## src/rtl/fpmult_rr_arbiter.sv

```systemverilog
// rtl/fpmult_rr_arbiter.sv - round-robin front end sharing one pipelined FPMult among NREQ requesters
module fpmult_rr_arbiter #(
    parameter int NREQ = 4,
    parameter int IDW  = 2,
    parameter int LAT  = 4
) (
    input  logic                        clk,
    input  logic                        rst,
    input  logic                        hold,
    input  logic [NREQ-1:0]             req_valid,
    output logic [NREQ-1:0]             req_ready,
    input  logic [NREQ*32-1:0]          req_a,
    input  logic [NREQ*32-1:0]          req_b,
    output logic [31:0]                 mul_a,
    output logic [31:0]                 mul_b,
    input  logic [31:0]                 mul_z,
    input  logic [4:0]                  mul_flags,
    output logic                        rsp_valid,
    output logic [IDW-1:0]              rsp_id,
    output logic [31:0]                 rsp_z,
    output logic [4:0]                  rsp_flags,
    output logic                        busy,
    output logic [$clog2(LAT+2)-1:0]    inflight
);

    localparam int CW = $clog2(LAT + 2);

    logic [IDW-1:0]          ptr;
    logic                    gnt_any;
    logic [IDW-1:0]          gid;
    logic [LAT:0]            tag_v;
    logic [LAT:0][IDW-1:0]   tag_id;

    function automatic logic [IDW-1:0] wrap_idx(input logic [IDW-1:0] base, input int off);
        int s;
        s = int'(base) + off;
        if (s >= NREQ) s = s - NREQ;
        return s[IDW-1:0];
    endfunction

    // First valid requester at or above the pointer, wrapping; nothing while held or in reset.
    always_comb begin
        gnt_any = 1'b0;
        gid     = '0;
        for (int off = 0; off < NREQ; off++) begin
            if (!gnt_any && req_valid[wrap_idx(ptr, off)]) begin
                gnt_any = 1'b1;
                gid     = wrap_idx(ptr, off);
            end
        end
        if (!rst || hold) begin
            gnt_any = 1'b0;
            gid     = '0;
        end
    end

    assign req_ready = gnt_any ? (NREQ'(1) << gid) : '0;

    always_ff @(posedge clk) begin
        if (!rst) begin
            mul_a    <= '0;
            mul_b    <= '0;
            ptr      <= '0;
            tag_v    <= '0;
            tag_id   <= '0;
            inflight <= '0;
        end else begin
            if (gnt_any) begin
                mul_a <= req_a[32*gid +: 32];
                mul_b <= req_b[32*gid +: 32];
                ptr   <= (int'(gid) == NREQ - 1) ? '0 : gid + IDW'(1);
            end
            // Tag pipe shifts every cycle since the multiplier never stalls.
            tag_v  <= {tag_v[LAT-1:0], gnt_any};
            tag_id <= {tag_id[LAT-1:0], gid};
            case ({gnt_any, tag_v[LAT]})
                2'b10:   inflight <= inflight + CW'(1);
                2'b01:   inflight <= inflight - CW'(1);
                default: inflight <= inflight;
            endcase
        end
    end

    assign rsp_valid = tag_v[LAT];
    assign rsp_id    = tag_id[LAT];
    assign rsp_z     = mul_z;
    assign rsp_flags = mul_flags;
    assign busy      = (inflight != '0);

endmodule

```

## config.mk

```make
export PLATFORM = sky130hd
export DESIGN_NAME = fpmult_rr_arbiter
export DESIGN_NICKNAME = d
export VERILOG_FILES = /design/src/rtl/fpmult_rr_arbiter.sv
export SDC_FILE = /design/constraint.sdc
export NUM_CORES = 1
export LEC_CHECK = 0
export ABC_AREA = 1
export CORE_AREA = 3 3 161 163
export DETAILED_ROUTE_END_ITERATION = 10
export DIE_AREA = 0 0 164 166
export PLACE_DENSITY_LB_ADDON = 0.08
export SLEW_MARGIN = 30
export SYNTH_ARGS = -nofsm -noshare
export SYNTH_HDL_FRONTEND = slang
export SYNTH_SLANG_ARGS = --single-unit
export TNS_END_PERCENT = 10
```

## constraint.sdc

```tcl
create_clock -name clk -period 5.5 [get_ports clk]
set_input_delay 1.1 -clock clk [delete_from_list [all_inputs] [get_ports clk]]
set_output_delay 1.1 -clock clk [all_outputs]
set_load 0.05 [all_outputs]
```

* Word level (Yosys, flattened, before mapping)
Cells that the tools add are included.
** Cells by class
- Magnitude comparators :: 8
- Multiplexer cells :: 25
- Shift-type cells :: 3
- Reduce and logical (&&, ||, !) cells :: 10
- Add/subtract/negate cells :: 10
- Eq/ne operators :: 3
** Operators by type and width (count)
- indexed part select 128 x 8 -> 32 bit :: 2
- 2-to-1 mux 2 bit :: 10
- less-than comparator 2 x 3 -> 1 bit (second input constant) :: 4
- >= comparator 3 bit (second input constant) :: 3
- 2-to-1 mux 1 bit :: 9
- binary-select mux 1 bit (select 2 bit) :: 4
- subtractor 2 x 1 -> 2 bit (second input constant) :: 4
- adder 2 x 2 -> 3 bit (second input constant) :: 2
- case mux 3 bit (2 select lines) :: 1
- equality test 2 x 1 -> 1 bit (second input constant) :: 2
- logical NOT 1 bit :: 4
- 2-to-1 mux 4 bit :: 1
- << shifter 1 x 2 -> 4 bit (first input constant) :: 1
- adder 2 x 1 -> 3 bit (second input constant) :: 1
- adder 3 x 1 -> 3 bit (second input constant) :: 1
- >= comparator 2 x 3 -> 1 bit (second input constant) :: 1
- logical AND 1 bit :: 3
- nonzero test 3 bit :: 1
- subtractor 3 x 1 -> 3 bit (second input constant) :: 1
- adder 2 x 1 -> 2 bit (second input constant) :: 1
- equality test 2 bit (second input constant) :: 1
- nonzero test 2 bit :: 1
- logical OR 1 bit :: 1
** Word-level totals
- Output and inout port bits :: 112
- Register bits :: 84
- Logic and storage cells :: 69
- Input port bits :: 300

* Depth between registers and ports, before layout
- Word-level depth :: 17
- Depth in mapped cells :: 17
- Gate-level depth less buffers :: 15

* Worst setup path before layout
OpenSTA, ideal clock, no wires.
- Path type :: in2out
- Start :: input rst
- End :: output req_ready[3]
- Data arrival time :: 3.023 ns
- Data required time :: 4.400 ns
- Stages on the path :: 12
- Buffers on the path :: 3
- Setup slack :: 1.377 ns
- Path through :: clkbuf_1 > inv_1 > nor2_1 > nand2_4 > inv_2 > nand2_2 > buf_6 > buf_4 > inv_2 > ha_1 > inv_1 > nor2_1
** Between the ends
- Cells in the longest elaborated chain, start to end :: 5
- Elaborated cells between the ends (all ways) :: 6
- Those cells by class :: shift: 1; mux: 3; reduce/logical: 2
** Ends and longest elaborated chain
- start, declared :: RTL line 8 : input logic rst,
- logical NOT 1 bit
- logical OR 1 bit :: RTL line 51 : if (!rst || hold) begin
- 2-to-1 mux 2 bit :: RTL line 51
- net gid[0] :: RTL line 30 : logic [IDW-1:0] gid;
- << shifter 1 x 2 -> 4 bit :: RTL line 57 : assign req_ready = gnt_any ? (NREQ'(1) << gid) : '0;
- 2-to-1 mux 4 bit :: RTL line 57
- end, declared :: RTL line 11 : output logic [NREQ-1:0] req_ready,
The timed path passes the listed nets, and every way through them passes these cells.

* Final worst setup path
- Start :: input req_valid[1]
- End :: output req_ready[2]
** Between the ends
- Cells in the longest elaborated chain, start to end :: 15
- Elaborated cells between the ends (all ways) :: 26
- Those cells by class :: shift: 1; mux: 19; reduce/logical: 6
** Ends and longest elaborated chain
- start, declared :: RTL line 10 : input logic [NREQ-1:0] req_valid,
- binary-select mux 1 bit (select 2 bit) :: RTL line 46 : if (!gnt_any && req_valid[wrap_idx(ptr, off)]) begin
- 2-to-1 mux 1 bit (implied by the code) :: RTL line 46
- 2-to-1 mux 1 bit :: RTL line 46
- logical NOT 1 bit :: RTL line 46
- logical AND 1 bit :: RTL line 46
- 2-to-1 mux 1 bit :: RTL line 46
- logical NOT 1 bit :: RTL line 46
- logical AND 1 bit :: RTL line 46
- 2-to-1 mux 1 bit :: RTL line 46
- logical NOT 1 bit :: RTL line 46
- logical AND 1 bit :: RTL line 46
- 2-to-1 mux 2 bit :: RTL line 46
- 2-to-1 mux 2 bit :: RTL line 51
- << shifter 1 x 2 -> 4 bit :: RTL line 57
- 2-to-1 mux 4 bit * :: RTL line 57
Mark *: on every way between the ends. The rest lies on a longest branch, timed or not. The select of a mux whose other input is x is not followed.

==> out/metrics.cfg <==
[status]
status=finished, final reports clean

[logic_synthesis]
synth-compound-area-share=0.00843
synthCells=1248
synth_top_family_by_area=simple AND/OR/NAND/NOR gates
synth.avg_cell_area_um2=5.47
ys_top_cells_by_area=dfxtp_1, nand3_1, nand2_1
synth_top_area_frac=0.246
synth-simple-area-share=0.456
synth_sequential_area_ratio=0.246
synth_cell_types=20
yosys_warnings=0
synth_fa_ha_area_frac=0.0121
syn_nets=1554
synth_area_um2=6830
synth_xor_area_frac=0
synthMuxAreaShare=0
ys_seq_elements=84
synth_top_area_cell=dfxtp_1

[global_routing]
grt.met1_usage=0.206
globalRouteMet2Util=0.301
grt_overflow_total=0
top_usage_layer=met2
antenna_found_initial=1
grt_pass1_vias=7122
grt_pass1_wl_um=37900
grtUsageTotal=0.173
grt_max_degree=195
use_met3=0.0571

[cts]
cts_tree=done
clk_latency_ns=0.34
clkTransAtPathRegs_ns=0.07
cts_setup_buffers=0
numCtsBuffers=9
ctsResizeCount=0
root_buffer=clkbuf_16
htree_num_levels=3
clk_path_buf_depth=2
numClockSinks=84
cts_hold_repair.buffers=0

[timing]
tightest_slew_ns=0.980
slew_headroom=0.347
slew_viol_final=0
hold_slack_ns=0.406
period_needed_ns=4.55
fin_ws_ns=0.949
final-hold-violation-count=0
rsz0062_at_grt=false
fmax_ghz=0.220
setup_viol=0
skew_ns=0.00935
fin_crit_sh=0.827
setup_tns_ns=0

[floorplanning]
die_h_um=166
die_w_um=164
core_area_um2=24500
start_util=0.279
die-area_um2=27200
pin_count=412
rows=57

[placed_design]
hpwl_um=17500
place_congestion=0.820
place.port_buffers=337
dp_slack_ns=0.908
place_inst=1799
dpl-instance-area_um2=10000

[drt]
dr.pass1.iters=5
wl_per_cell_um=13.6
vias=7800
ant_nets=0
wirelength_um=24600
drt_iter0_drc=469
vias_per_cell=4.30
drc=0

[finish]
mostFrequentLayoutCells=nand2_1, nand3_1, clkdlybuf4s50_1
drive_gt1_frac=0.0288
final_common_cell=nand2_1
utilization=0.423
fin_nets=1792
postLayoutCellArea_um2=10300
area_growth_pct=51.5
insertedDiodeCount=0
layoutNonFillerInstCount=1815

[critical_path]
crit_required_ns=4.40
cp-start-kind=input port
crit_type=in2out
cp.arrival_ns=3.45
end_kind=primary output
path_max_fanout=45

[pwr]
leakage_nw=5.75
vdd_drop_max_uv=122
finalPower_mw=2.68
pwr_density_cell_nw_per_um2=259

[hold_path]
hold_class=reg2reg

[run]
max-cap-violations=0

[report_power, final]
group / total (mW) / internal, mW / switching (mW) / leakage (nW)
registers: 0.743 / 0.696 / 0.0470 / 0.698
clock network: 0.629 / 0.367 / 0.263 / 0.146
logic: 1.30 / 0.480 / 0.823 / 4.90
total: 2.68 / 1.54 / 1.13 / 5.75
[area by class of cell]
type,instances,area [um2]
Tap cell,324,405
Clock inverter,5,60.1
Fill cell,2673,14100
Clock buffer,11,243
Multi-Input combinational cell,726,3260
Timing Repair Buffer,346,3490
Inverter,319,1200
Sequential cell,84,1680
[registers in the layout, summed over array words and instances (netlist names)]
register,flops
inflight,3
mul_a,32
mul_b,32
ptr,2
rsp_id,2
tag_id,8
tag_v,5
[synthesized netlist by cell type, drive strengths merged]
library cell	number
nand2	360
nand3	337
inv	319
buf	99
dfxtp	84
clkbuf	20
nor2	12
a21oi	5
ha	5
o21ai	5
fa	1
o21a	1
[layer usage]
metal | wire, um | vias to the layer above
li1 | - | 4145
met1 | 10100 | 3381
met2 | 12000 | 250
met3 | 2260 | 22
met4 | 269 | 2
met5 | 17 | -
[path summary, 6_finish.rpt]
| check | from | endpoint | slack, ns | depth (start not counted) |
|---|---|---|---|---|
| worst max-delay path | req_valid[1] | req_ready[2] | 0.95 | 14 |
| worst min-delay path | tag_v[3]$_SDFF_PN0_ | tag_v[4]$_SDFF_PN0_ | 0.41 | 2 |
| worst max register to register | ptr[0]$_SDFFE_PN0P_ | mul_b[5]$_SDFFE_PN0P_ | 2.04 | 16 |
| worst min register to register | tag_v[3]$_SDFF_PN0_ | tag_v[4]$_SDFF_PN0_ | 0.41 | 2 |
[cells by family (layout without fill, tap and decap cells)]
group,Yosys count,in the layout
AOI/OAI and AO/OA,11,11
adders and majority gates,6,6
buffers and inverters,438,681
DFF,84,84
and+or+nand+nor,709,709
[critical path: stages]
cell	delay, ns
clkdlybuf4s50_1	0.42
inv_1	0.08
nand2_1	0.06
nand3_1	0.12
nand2_1	0.10
nor2_4	0.15
nand3_2	0.10
nand2_4	0.23
inv_6	0.06
nand2_4	0.36
ha_1	0.23
inv_1	0.04
nor2_1	0.20
buf_12	0.17
No activity file was read; power rests on OpenSTA's default activity.
